===== config.mk =====
export PLATFORM = sky130hd
export DESIGN_NAME = systolic_seq_ctrl
export DESIGN_NICKNAME = d
export VERILOG_FILES = /design/src/rtl/systolic_seq_ctrl.sv
export SDC_FILE = /design/constraint.sdc
export NUM_CORES = 1
export LEC_CHECK = 0
export CORE_MARGIN = 2
export CORE_UTILIZATION = 55
export CTS_CLUSTER_SIZE = 30
export DETAILED_ROUTE_END_ITERATION = 8
export PLACE_DENSITY = 0.95
export SLEW_MARGIN = 30
export SYNTH_ARGS = -nofsm -noshare
export SYNTH_HDL_FRONTEND = slang
export SYNTH_SLANG_ARGS = --single-unit
export TNS_END_PERCENT = 30

===== constraint.sdc =====
create_clock -name clk -period 11.2 [get_ports clk]
set_input_delay 2.24 -clock clk [delete_from_list [all_inputs] [get_ports clk]]
set_output_delay 2.24 -clock clk [all_outputs]
set_load 0.005 [all_outputs]

===== src/rtl/systolic_seq_ctrl.sv =====
// Unified MAC-array sequencer: clears the array, loads one weight per MAC,
// streams the input vector, waits for the skewed valids and the accumulators
// to settle, captures every accumulator, then streams the results out over
// a valid/ready handshake.
module systolic_seq_ctrl #(
  parameter int unsigned N_MACS  = 4,
  parameter int unsigned ACC_W   = 16,
  parameter int unsigned ADDR_W  = 8,
  parameter int unsigned K_MAX   = 64,
  parameter int unsigned MEM_LAT = 1,
  parameter int unsigned ACC_LAT = 1
) (
  input  logic                                           clk,
  input  logic                                           rst,
  input  logic                                           start,
  input  logic [$clog2(K_MAX+1)-1:0]                     k_len,
  input  logic [ADDR_W-1:0]                              w_base,
  input  logic [ADDR_W-1:0]                              in_base,
  output logic                                           busy,
  output logic                                           done,
  output logic [N_MACS-1:0]                              clear,
  output logic                                           w_load,
  output logic [ADDR_W-1:0]                              w_addr,
  output logic [N_MACS-1:0]                              weight_sel,
  output logic                                           in_load,
  output logic [ADDR_W-1:0]                              in_addr,
  output logic [N_MACS-1:0]                              valid_ctrl,
  input  logic [N_MACS*ACC_W-1:0]                        acc_in,
  output logic [ACC_W-1:0]                               res_data,
  output logic [((N_MACS > 1) ? $clog2(N_MACS) : 1)-1:0] res_idx,
  output logic                                           res_valid,
  input  logic                                           res_ready
);

  localparam int unsigned KW        = $clog2(K_MAX + 1);
  localparam int unsigned IDX_W     = (N_MACS > 1) ? $clog2(N_MACS) : 1;
  localparam int unsigned DRAIN_LEN = MEM_LAT + N_MACS - 1 + ACC_LAT;
  localparam int unsigned HIST_RAW  = MEM_LAT + N_MACS - 1;
  localparam int unsigned HIST_W    = (HIST_RAW > 0) ? HIST_RAW : 1;
  localparam int unsigned CNT_MAX_A = (N_MACS > K_MAX) ? N_MACS : K_MAX;
  localparam int unsigned CNT_MAX   = (CNT_MAX_A > DRAIN_LEN) ? CNT_MAX_A : DRAIN_LEN;
  localparam int unsigned CNT_W     = $clog2(CNT_MAX + 1);
  localparam logic [N_MACS-1:0] SEL_ONE = N_MACS'(1);

  typedef enum logic [2:0] {
    S_IDLE,
    S_CLEAR,
    S_LOAD_W,
    S_STREAM,
    S_DRAIN,
    S_OUT
  } state_t;

  state_t             state_q, state_n;
  logic [CNT_W-1:0]   cnt_q, cnt_n;
  logic [KW-1:0]      k_eff_q;
  logic [ADDR_W-1:0]  w_base_q, in_base_q;
  logic [ACC_W-1:0]   cap_q [N_MACS];
  logic [ACC_W-1:0]   acc_word [N_MACS];
  logic [HIST_W-1:0]  hist_q;
  logic               capture;

  logic               busy_n, done_n, w_load_n, in_load_n, res_valid_n;
  logic [N_MACS-1:0]  clear_n, weight_sel_n;
  logic [ADDR_W-1:0]  w_addr_n, in_addr_n;
  logic [ACC_W-1:0]   res_data_n;
  logic [IDX_W-1:0]   res_idx_n;

  // Split the flattened accumulator bus into per-MAC words.
  for (genvar g = 0; g < N_MACS; g++) begin : g_acc
    assign acc_word[g] = acc_in[g*ACC_W +: ACC_W];
  end

  // Per-MAC valid taps: MAC m sees in_load delayed by MEM_LAT+m cycles.
  for (genvar m = 0; m < N_MACS; m++) begin : g_valid
    localparam int unsigned DLY = MEM_LAT + m;
    if (DLY == 0) begin : g_direct
      assign valid_ctrl[m] = in_load;
    end else begin : g_tap
      assign valid_ctrl[m] = hist_q[DLY-1];
    end
  end

  // Next-state, phase counter and next registered output values.
  always_comb begin
    state_n      = state_q;
    cnt_n        = cnt_q;
    done_n       = 1'b0;
    capture      = 1'b0;
    busy_n       = 1'b0;
    clear_n      = '0;
    w_load_n     = 1'b0;
    w_addr_n     = '0;
    weight_sel_n = '0;
    in_load_n    = 1'b0;
    in_addr_n    = '0;
    res_valid_n  = 1'b0;
    res_data_n   = '0;
    res_idx_n    = '0;

    unique case (state_q)
      S_IDLE: begin
        if (start) begin
          state_n = S_CLEAR;
          cnt_n   = '0;
        end
      end
      S_CLEAR: begin
        state_n = S_LOAD_W;
        cnt_n   = '0;
      end
      S_LOAD_W: begin
        if (cnt_q == CNT_W'(N_MACS - 1)) begin
          cnt_n   = '0;
          state_n = (k_eff_q == '0) ? S_DRAIN : S_STREAM;
        end else begin
          cnt_n = cnt_q + CNT_W'(1);
        end
      end
      S_STREAM: begin
        if ((cnt_q + CNT_W'(1)) == CNT_W'(k_eff_q)) begin
          cnt_n   = '0;
          state_n = S_DRAIN;
        end else begin
          cnt_n = cnt_q + CNT_W'(1);
        end
      end
      S_DRAIN: begin
        if (cnt_q == CNT_W'(DRAIN_LEN - 1)) begin
          cnt_n   = '0;
          state_n = S_OUT;
          capture = 1'b1;
        end else begin
          cnt_n = cnt_q + CNT_W'(1);
        end
      end
      S_OUT: begin
        if (res_valid && res_ready) begin
          if (cnt_q == CNT_W'(N_MACS - 1)) begin
            cnt_n   = '0;
            state_n = S_IDLE;
            done_n  = 1'b1;
          end else begin
            cnt_n = cnt_q + CNT_W'(1);
          end
        end
      end
      default: begin
        state_n = S_IDLE;
        cnt_n   = '0;
      end
    endcase

    // Outputs describe the phase being entered, so they line up with state_q.
    busy_n    = (state_n != S_IDLE);
    clear_n   = (state_n == S_CLEAR) ? '1 : '0;
    w_load_n  = (state_n == S_LOAD_W);
    in_load_n = (state_n == S_STREAM);
    if (w_load_n) begin
      w_addr_n     = w_base_q + ADDR_W'(cnt_n);
      weight_sel_n = SEL_ONE << cnt_n;
    end
    if (in_load_n) begin
      in_addr_n = in_base_q + ADDR_W'(cnt_n);
    end
    res_valid_n = (state_n == S_OUT);
    if (res_valid_n) begin
      res_idx_n  = IDX_W'(cnt_n);
      // On the capture edge the bank is not yet loaded, so bypass word 0.
      res_data_n = capture ? acc_word[0] : cap_q[IDX_W'(cnt_n)];
    end
  end

  // State, counter and registered outputs.
  always_ff @(posedge clk) begin
    if (rst) begin
      state_q    <= S_IDLE;
      cnt_q      <= '0;
      busy       <= 1'b0;
      done       <= 1'b0;
      clear      <= '0;
      w_load     <= 1'b0;
      w_addr     <= '0;
      weight_sel <= '0;
      in_load    <= 1'b0;
      in_addr    <= '0;
      res_valid  <= 1'b0;
      res_data   <= '0;
      res_idx    <= '0;
    end else begin
      state_q    <= state_n;
      cnt_q      <= cnt_n;
      busy       <= busy_n;
      done       <= done_n;
      clear      <= clear_n;
      w_load     <= w_load_n;
      w_addr     <= w_addr_n;
      weight_sel <= weight_sel_n;
      in_load    <= in_load_n;
      in_addr    <= in_addr_n;
      res_valid  <= res_valid_n;
      res_data   <= res_data_n;
      res_idx    <= res_idx_n;
    end
  end

  // Job configuration latched on an accepted start.
  always_ff @(posedge clk) begin
    if (rst) begin
      k_eff_q   <= '0;
      w_base_q  <= '0;
      in_base_q <= '0;
    end else if ((state_q == S_IDLE) && start) begin
      k_eff_q   <= (k_len > KW'(K_MAX)) ? KW'(K_MAX) : k_len;
      w_base_q  <= w_base;
      in_base_q <= in_base;
    end
  end

  // Accumulator capture bank, loaded on the last drain cycle.
  always_ff @(posedge clk) begin
    if (rst) begin
      for (int i = 0; i < N_MACS; i++) cap_q[i] <= '0;
    end else if (capture) begin
      for (int i = 0; i < N_MACS; i++) cap_q[i] <= acc_word[i];
    end
  end

  // in_load history; free-running so valids keep draining after STREAM.
  always_ff @(posedge clk) begin
    if (rst) begin
      hist_q <= '0;
    end else begin
      hist_q[0] <= in_load;
      for (int i = 1; i < HIST_W; i++) hist_q[i] <= hist_q[i-1];
    end
  end

endmodule

# Word level (Yosys, flattened, before mapping)
# Memories as Yosys holds them, arrays and structs flattened. A register that Yosys moved wholly into a read port is not among the register bits.
# Index checks and enable logic that the tools add are counted.
[word_totals]
regBits = 68
latch_bits = 0
ram_bits = 64
rom_bits = 0
in_bits = 91
out_inout_bits = 51
word_cells = 80
n_memories = 1
[op_classes]
addsub = 3
multipliers = 0
div = 0
n_lt_le_gt_ge = 1
n_eq_ne = 12
shift = 1
muxes = 28
bitwise_logic = 9
reduce_logical = 9
[memory_table]
columns = ["name", "depth", "width", "rd", "rd_clocked_by_memory_dff", "write_ports", "line_no", "source"]
rows = [
  ["cap_q", 4, 16, 1, 1, 4, "58", "logic [ACC_W-1:0] cap_q [N_MACS];"],
]
[op_table]
columns = ["op", "n"]
rows = [
  ["2-to-1 mux 16 bit", 4],
  ["2-to-1 mux 7 bit", 6],
  ["one-hot mux 7 bit (5 select lines)", 1],
  ["2-to-1 mux 3 bit", 7],
  ["one-hot mux 3 bit (6 select lines)", 1],
  ["adder 8 x 7 -> 8 bit", 2],
  ["equality test 3 x 2 -> 1 bit, second input constant", 4],
  ["equality test 3 bit, second input constant", 3],
  ["2-to-1 mux 1 bit", 8],
  ["adder 7 x 1 -> 7 bit, second input constant", 1],
  ["equality test 7 x 2 -> 1 bit, second input constant", 1],
  ["equality test 7 x 3 -> 1 bit, second input constant", 1],
  ["equality test 7 bit", 1],
  ["greater-than comparator 7 bit, second input constant", 1],
  ["logical NOT 7 bit", 1],
  ["left shift 1 x 7 -> 4 bit, first input constant", 1],
  ["equality test 3 x 1 -> 1 bit, second input constant", 2],
  ["OR reduction 2 bit", 3],
  ["inverter 1 bit", 5],
  ["2-to-1 mux 4 bit", 1],
  ["bitwise OR 1 bit", 4],
  ["logical NOT 3 bit", 1],
  ["nonzero test 3 bit", 1],
  ["OR reduction 3 bit", 1],
  ["logical AND 1 bit", 2],
]

# Longest topological paths before layout
# Gate-level depths: netlist (run 1).
[logic_depth]
word_depth = 7
ltp_mapped = 18
mapped_depth_nobuf = 16

# Worst setup path after synthesis (run 1)
# OpenSTA, ideal clock, no wires.
[synth_path]
path_kind = "input to register"
from = "in res_ready"
to = "reg w_addr[6]"
setup_time_ns = 0.124
arrival_ns = 4.700
required_ns = 11.076
slack_ns = 6.376
path_stages = 14
path_buffers = 1
path_cell_list = "and3_1 > nand3_1 > nor2b_1 > nand2_4 > a22oi_4 > inv_4 > buf_6 > fa_1 > a21o_1 > a21o_1 > a21o_1 > a21oi_1 > xor2_1 > nor2_1"
[synth_between]
word_cells_on_any_way = 9
classes_between = "add/sub (1); eq/ne (1); mux (4); bitwise (1); reduce/logical (2)"
[synth_lines]
columns = ["element", "line_no", "source"]
rows = [
  ["start, declared", "32", "input logic res_ready"],
  ["logical AND 1 bit", "138", "if (res_valid && res_ready) begin"],
  ["2-to-1 mux 7 bit", "138", ""],
  ["one-hot mux 7 bit (5 select lines)", "101", "unique case (state_q)"],
  ["named net cnt_n[1]", "55", "logic [CNT_W-1:0] cnt_q, cnt_n;"],
  ["adder 8 x 7 -> 8 bit", "160", "w_addr_n = w_base_q + ADDR_W'(cnt_n);"],
  ["end signal, assigned", "197", "w_addr <= w_addr_n;"],
  ["end, declared", "23", "output logic [ADDR_W-1:0] w_addr,"],
]
# The timed path passes the listed nets, and every way through them passes these cells.
# A chain may end at the register's enable or synchronous reset.

# Final worst setup path (run 1)
[layout_path]
from = "in res_ready"
to = "reg in_addr[7]"
[layout_between]
elab_chain_len = 6
word_cells_on_any_way = 9
classes_between = "add/sub (1); eq/ne (1); mux (4); bitwise (1); reduce/logical (2)"
[layout_lines]
columns = ["element", "line_no", "source"]
rows = [
  ["logical AND 1 bit (*)", "138", ""],
  ["branches (longest 5 deep; another with adder 8 x 7 -> 8 bit)", "-", ""],
  ["end signal, assigned", "200", "in_addr <= in_addr_n;"],
  ["end, declared", "26", "output logic [ADDR_W-1:0] in_addr,"],
]
# Mark *: on every way between the ends.

==> results of run 1 <==
-- Yosys cell counts, types with 2 or more instances --
cell type | number | area (sq um)
buf_4 | 4 | 30.0
and2_1 | 76 | 475
clkbuf_1 | 24 | 90.1
inv_2 | 3 | 11.3
fa_1 | 2 | 40.0
a31o_1 | 15 | 131
edfxtp_1 | 64 | 1920
nand3_1 | 5 | 25.0
or3_1 | 2 | 12.5
buf_12 | 3 | 60.1
nor2_1 | 30 | 113
inv_1 | 10 | 37.5
dfxtp_1 | 81 | 1620
o21ai_0 | 9 | 45.0
nor2b_1 | 11 | 68.8
xnor2_1 | 12 | 105
and3_1 | 3 | 18.8
ha_1 | 16 | 200
buf_6 | 2 | 22.5
and3b_1 | 2 | 17.5
xor2_1 | 8 | 70.1
a31oi_1 | 3 | 18.8
nand2b_1 | 6 | 37.5
a21o_1 | 15 | 113
mux2i_1 | 31 | 310
a21oi_1 | 51 | 255
or2_2 | 2 | 12.5
nor3_1 | 5 | 25.0
a31o_2 | 2 | 17.5
nor4_1 | 6 | 37.5
nand2_1 | 72 | 270
nand3b_1 | 6 | 45.0
buf_2 | 4 | 20.0
-- sequential cells by signal, summed over array words and instances (netlist names), 2 cells and up --
register    flops
cap_q          64
cnt_q           7
in_addr         8
in_base_q       8
k_eff_q         7
res_data       16
res_idx         2
state_q         3
valid_ctrl      4
w_addr          8
w_base_q        8
weight_sel      4
-- path summary, 6_finish.rpt --
kind | start | endpoint | slack (ns) | cells past startpoint
worst min-delay path | w_base_q[0]$_SDFFE_PP0P_ | w_base_q[0]$_SDFFE_PP0P_ | 0.46 | 2
worst max register to register | cnt_q[0]$_SDFF_PP0_ | in_addr[7]$_SDFF_PP0_ | 6.25 | 16
worst max-delay path | res_ready | in_addr[7]$_SDFF_PP0_ | 5.68 | 15
worst min register to register | w_base_q[0]$_SDFFE_PP0P_ | w_base_q[0]$_SDFFE_PP0P_ | 0.46 | 2
-- power groups by stage --
stage                     Sequential, W  Clock, W  Combinational [W]
after floorplan                0.000588         0          0.0000985
after global placement         0.000591         0           0.000140
after detailed placement       0.000592         0           0.000145
after CTS                      0.000581  0.000536           0.000147
after global routing           0.000583  0.000561           0.000160
final                          0.000581  0.000534           0.000148
-- layout by cell type (no fill, tap or decap), drive strengths merged, types with 10 or more instances in the layout --
cell type / synthesis / final
a31o: 17 / 17
mux2i: 31 / 31
nand2: 73 / 73
a21o: 16 / 16
xnor2: 12 / 12
dfxtp: 81 / 81
nor2b: 11 / 11
clkdlybuf4s50: 0 / 141
nor2: 30 / 30
o21ai: 10 / 10
ha: 16 / 16
inv: 14 / 16
a21oi: 51 / 51
clkbuf: 24 / 17
and2: 76 / 76
edfxtp: 64 / 64
-- metal layers --
layer | wire length [microns] | track usage [%]
met5 | 0 | 0
met4 | 630 | 13.8
met3 | 701 | 5.45
met2 | 8320 | 43.5
met1 | 6300 | 29.9
-- kinds of logic after synthesis --
kind of cell	Yosys count
buf+inv	51
xor+xnor	20
mux	31
fa+ha+maj	18
flops	145
compound gates	110
simple gates	232
-- critical path: cells and delay by family --
family / cells / cell delay, ns
buffers and inverters: 2 / 0.69
AO/OA/AOI/OAI: 6 / 1.51
adder cells (fa/ha/maj): 1 / 0.37
AND/OR/NAND/NOR: 5 / 0.80
XOR/XNOR: 1 / 0.18
-- stage by stage --
stage / setup slack [ns] / total power, W / util [%] / hold slack, ns
6_report: 5.68 / 0.00126 / 73.7 / 0.465
5_1_grt: 5.47 / 0.00130 / 73.7 / 0.477
4_1_cts: 5.76 / 0.00126 / 73.7 / 0.464
3_5_place_dp: 5.41 / 0.000737 / 68.8 / 0.456
3_3_place_gp: 5.54 / 0.000732 / 68.8 / 0.443
2_1_floorplan: 6.38 / 0.000687 / - / 0.440
-- area by class of cell --
class	instances	area, sq um	share of cell area, %
flip-flops and latches	145	3540	41.9
well taps	143	179	2.12
inverters	14	55.1	0.651
repair buffers	144	1430	17.0
clock buffers	17	425	5.03
clock inverters	15	139	1.64
multi-input cells	411	2680	31.7
==> impl_metrics.env, run 1 <==
export IMPL_grt_pass1_wl_microns=25000
export IMPL_grt_max_degree=82
export IMPL_rsz0062_at_grt="no"
export IMPL_ys_flop_type="dfxtp_1"
export IMPL_syn_inst=607
export IMPL_leakagePower_nw=3.57
export IMPL_ys_ff_latch=145
export IMPL_finClkSkew_ns=0.00759
export IMPL_worstMarginPinSlew_ns=0.854
export IMPL_status="completed"
export IMPL_dieHeight_microns=113
export IMPL_clock_latency_ns=0.42
export IMPL_synth_simple_area_share_pct=18.6
export IMPL_fill_cells=728
export IMPL_place_hpwl_microns=10600
export IMPL_ctsResizeCount=0
export IMPL_cts_tree="built"
export IMPL_seq_power_share_pct=46.0
export IMPL_io_pins=142
export IMPL_firstDrtPassIters=5
export IMPL_ant_nets=0
export IMPL_port_buffers=141
export IMPL_yosys_warnings=0
export IMPL_ctsHoldBuffers=0
export IMPL_synth_cell_type_count=55
export IMPL_ys_seq_area_share_pct=54.6
export IMPL_critPathLaunchType="input port"
export IMPL_row_count=39
export IMPL_first_global_vias=5065
export IMPL_async_flop_share_pct=0
export IMPL_period_share_pct=49.3
export IMPL_synth_xor_area_share_pct=2.70
export IMPL_switching_power_w=0.000313
export IMPL_synth_enable_flop_cells=64
export IMPL_clkPwrFrac_pct=42.3
export IMPL_slew_violations=0
export IMPL_place_gp_congestion=0.878
export IMPL_crit_top_cell="a21o_1"
export IMPL_die_w_microns=113
export IMPL_worstPathMaxFanout=22
export IMPL_numClockSinks=145
export IMPL_post_cts_buffers=0
export IMPL_numCtsBuffers=17
export IMPL_switching_share_pct=24.8
export IMPL_grt_usage_pct=25.4
export IMPL_path_class="in2reg"
export IMPL_synth_nets=716
export IMPL_via_per_inst=5.56
export IMPL_clk_pin_slew_ns=0.06
export IMPL_slew_headroom_pct=43.0
export IMPL_start_util_pct=56.6
export IMPL_instances_no_fill=889
export IMPL_drive_gt1_share_pct=6.84
export IMPL_fmax_mhz=181
export IMPL_core_area_sq_um=11500
export IMPL_cts_path_max_buffers=2
export IMPL_end_kind="flop"
export IMPL_post_drt_wl_per_cell_microns=17.9
export IMPL_nets=842
export IMPL_antenna_cells=0
export IMPL_hold_class="reg2reg"
export IMPL_path_cells="clkdlybuf4s50_1, and3_1, nand3_1, nor2b_1, nand2_4, a22oi_4, inv_4, ha_1, a21o_1, a21o_1, a21o_1, a21oi_1, o21ai_0, xnor2_1, nor2_1"
export IMPL_via_count=4944
export IMPL_wl_microns=15900
export IMPL_synth_compound_area_share_pct=11.4
export IMPL_syn_area_sq_um=6490
export IMPL_worst_path_max_delay_cell="a22oi_4"
export IMPL_synthAdderAreaFrac_pct=3.70
export IMPL_grt_overflow=0
export IMPL_drc=0
export IMPL_irDropWorstVdd_uv=97.0
export IMPL_internal_power_w=0.000950
export IMPL_dr_first_iter_drc_count=303
export IMPL_die_area_sq_um=12700
export IMPL_required_ns=11.51
export IMPL_avgSynthCellArea_sq_um=10.7
export IMPL_syn_to_final_growth_pct=30.2
export IMPL_synth_top_family_by_area="simple AND/OR/NAND/NOR gates"
export IMPL_root_buffer="clkbuf_16"
export IMPL_final_min_clock_period_ns=5.52
export IMPL_setup_tns_ns=0
export IMPL_p_comb_share_pct=11.7
export IMPL_crit_arrival_ns=5.82
export IMPL_placed_cell_area_sq_um=7890
export IMPL_h_tree_depth=4
export IMPL_hold_viol=0
export IMPL_post_synth_mux_area_share_pct=4.78
export IMPL_stdcell_area_sq_um=8450
export IMPL_finalSetupViolations=0
export IMPL_antenna_found_initial=0
export IMPL_maxCapViolations=0
export IMPL_slowest_delay_ns=0.57
export IMPL_dpl_cell_count=857
export IMPL_powerDensity_nw_per_um2=149
No activity file was read; power rests on OpenSTA's default activity.
==> run 2: changes to the inputs <==
CORE_UTILIZATION = 46   (was 55)
PLACE_DENSITY = 0.89   (was 0.95)
clock period = 5 ns   (was 11.2 ns; I/O delays follow)
==> impl_metrics.env, run 2 (synthesized netlist as in run 1, its figures left out) <==
export IMPL_required_ns=5.30
export IMPL_h_tree_depth=4
export IMPL_finalSetupViolations=0
export IMPL_port_buffers=141
export IMPL_die_area_sq_um=15100
export IMPL_ctsResizeCount=0
export IMPL_antenna_found_initial=0
export IMPL_largest_reg_flops=64
export IMPL_nets=845
export IMPL_via_per_inst=5.09
export IMPL_numCtsBuffers=17
export IMPL_critPathLaunchType="flop"
export IMPL_fill_cells=1092
export IMPL_irDropWorstVdd_uv=352
export IMPL_grt_overflow=0
export IMPL_clock_latency_ns=0.43
export IMPL_final_cell_mix="141 x clkdlybuf4s50_1, 81 x dfxtp_1, 76 x and2_1"
export IMPL_ctsHoldBuffers=0
export IMPL_ant_nets=0
export IMPL_row_count=43
export IMPL_io_pins=142
export IMPL_drc=0
export IMPL_start_util_pct=47.0
export IMPL_powerDensity_nw_per_um2=342
export IMPL_maxCapViolations=0
export IMPL_finClkSkew_ns=0.0230
export IMPL_clk_pin_slew_ns=0.06
export IMPL_leakagePower_nw=3.62
export IMPL_numClockSinks=145
export IMPL_end_kind="flop"
export IMPL_path_class="reg2reg"
export IMPL_grt_max_degree=54
export IMPL_slowest_delay_ns=0.48
export IMPL_grt_usage_pct=20.1
export IMPL_seq_area_sq_um=3540
export IMPL_final_util_pct=61.9
export IMPL_place_gp_congestion=0.897
export IMPL_largestRegisters="cap_q (64), res_data (16)"
export IMPL_reg2reg_slack_ns=0.82
export IMPL_layout_commonest_cell="clkdlybuf4s50_1"
export IMPL_power_w=0.00293
export IMPL_status="completed"
export IMPL_worstMarginPinSlew_ns=0.830
export IMPL_crit_top_cell="a21o_1"
export IMPL_crit_arrival_ns=4.48
export IMPL_post_drt_wl_per_cell_microns=15.7
export IMPL_final_min_clock_period_ns=4.18
export IMPL_slew_violations=0
export IMPL_post_cts_buffers=0
export IMPL_path_cells="ha_1, nand3_1, or3_1, a222oi_1, a21oi_1, o31ai_4, inv_2, ha_1, fa_1, a21o_1, a21o_1, a21o_1, a21oi_1, xor2_1, nor2_1"
export IMPL_top_register="cap_q"
export IMPL_hold_viol=0
export IMPL_first_global_vias=4624
export IMPL_dr_first_iter_drc_count=316
export IMPL_worstPathMaxFanout=9
export IMPL_cts_path_max_buffers=2
export IMPL_firstDrtPassIters=4
export IMPL_core_area_sq_um=13800
export IMPL_via_count=4730
export IMPL_hold_class="reg2reg"
export IMPL_worst_path_max_delay_cell="dfxtp_1"
export IMPL_place_hpwl_microns=10100
export IMPL_setup_tns_ns=0
export IMPL_root_buffer="clkbuf_16"
export IMPL_period_share_pct=83.7
export IMPL_grt_pass1_wl_microns=22900
export IMPL_rsz0062_at_grt="no"
export IMPL_multi_input_area_sq_um=2680
export IMPL_drive_gt1_share_pct=6.68
export IMPL_die_w_microns=123
export IMPL_syn_to_final_growth_pct=31.8
export IMPL_fmax_mhz=239
export IMPL_antenna_cells=0
export IMPL_dieHeight_microns=123
export IMPL_slew_headroom_pct=44.6
export IMPL_wl_microns=14600
export IMPL_cts_tree="built"
==> run 2: changes by cell type in the layout (fill, tap and decap cells not counted) <==
cell and change:
clkinvlp_4 -4, and3b_2 +1, inv_8 -1, clkbuf_1 +4, and3b_4 -1, bufinv_16 +3
clkinv_4 -4, buf_4 +3, clkinv_2 +2
==> run 2: metal layers <==
layer	part of all wire, %	global-route usage, %	routed length [microns]
met1	43	24.6	6320
met2	49	32.7	7200
met3	4.2	4.79	608
met4	3.4	10.9	501
met5	0	0	0
==> run 2: layout make-up <==
type,count,share of cell area (%)
Clock buffer,21,5.15
Clock inverter,11,1.90
Inverter,14,0.643
Multi-Input combinational cell,411,31.3
Sequential cell,145,41.4
Tap cell,180,2.63
Timing Repair Buffer,147,17.0
==> run 2: path summary, 6_finish.rpt <==
| path | depth (start not counted) | endpoint | start |
|---|---|---|---|
| min | 1 | valid_ctrl[1]$_SDFF_PP0_ | valid_ctrl[0]$_SDFF_PP0_ |
| max | 15 | w_addr[6]$_SDFF_PP0_ | cnt_q[0]$_SDFF_PP0_ |
| min reg2reg | 1 | valid_ctrl[1]$_SDFF_PP0_ | valid_ctrl[0]$_SDFF_PP0_ |
| max reg2reg | 15 | w_addr[6]$_SDFF_PP0_ | cnt_q[0]$_SDFF_PP0_ |
==> run 2: power breakdown <==
part | switching, W | leakage (nW) | internal, W
Sequential | 0.0000246 | 1.32 | 0.00127
Combinational | 0.000157 | 2.01 | 0.000167
Clock | 0.000472 | 0.289 | 0.000831
==> run 2: metrics by stage <==
step | cells | hold slack (ns) | setup slack (ns) | instance area (sq um)
global route | 929 | 0.486 | 0.526 | 8560
global placement | 897 | 0.441 | 0.964 | 7960
detailed placement | 897 | 0.453 | 0.858 | 7960
CTS | 929 | 0.464 | 0.817 | 8560
floorplan | 607 | 0.440 | 0.962 | 6490
finish | 929 | 0.466 | 0.817 | 8560
==> run 2: worst max-delay path: cells and delay by family, from the launching register on <==
kind / cells / cell delay [ns]
AOI/OAI and AO/OA: 7 / 1.72
adders and majority gates: 3 / 0.99
and+or+nand+nor: 3 / 0.63
DFF: 1 / 0.48
xor gates and xnor gates: 1 / 0.16
buffers and inverters: 1 / 0.09
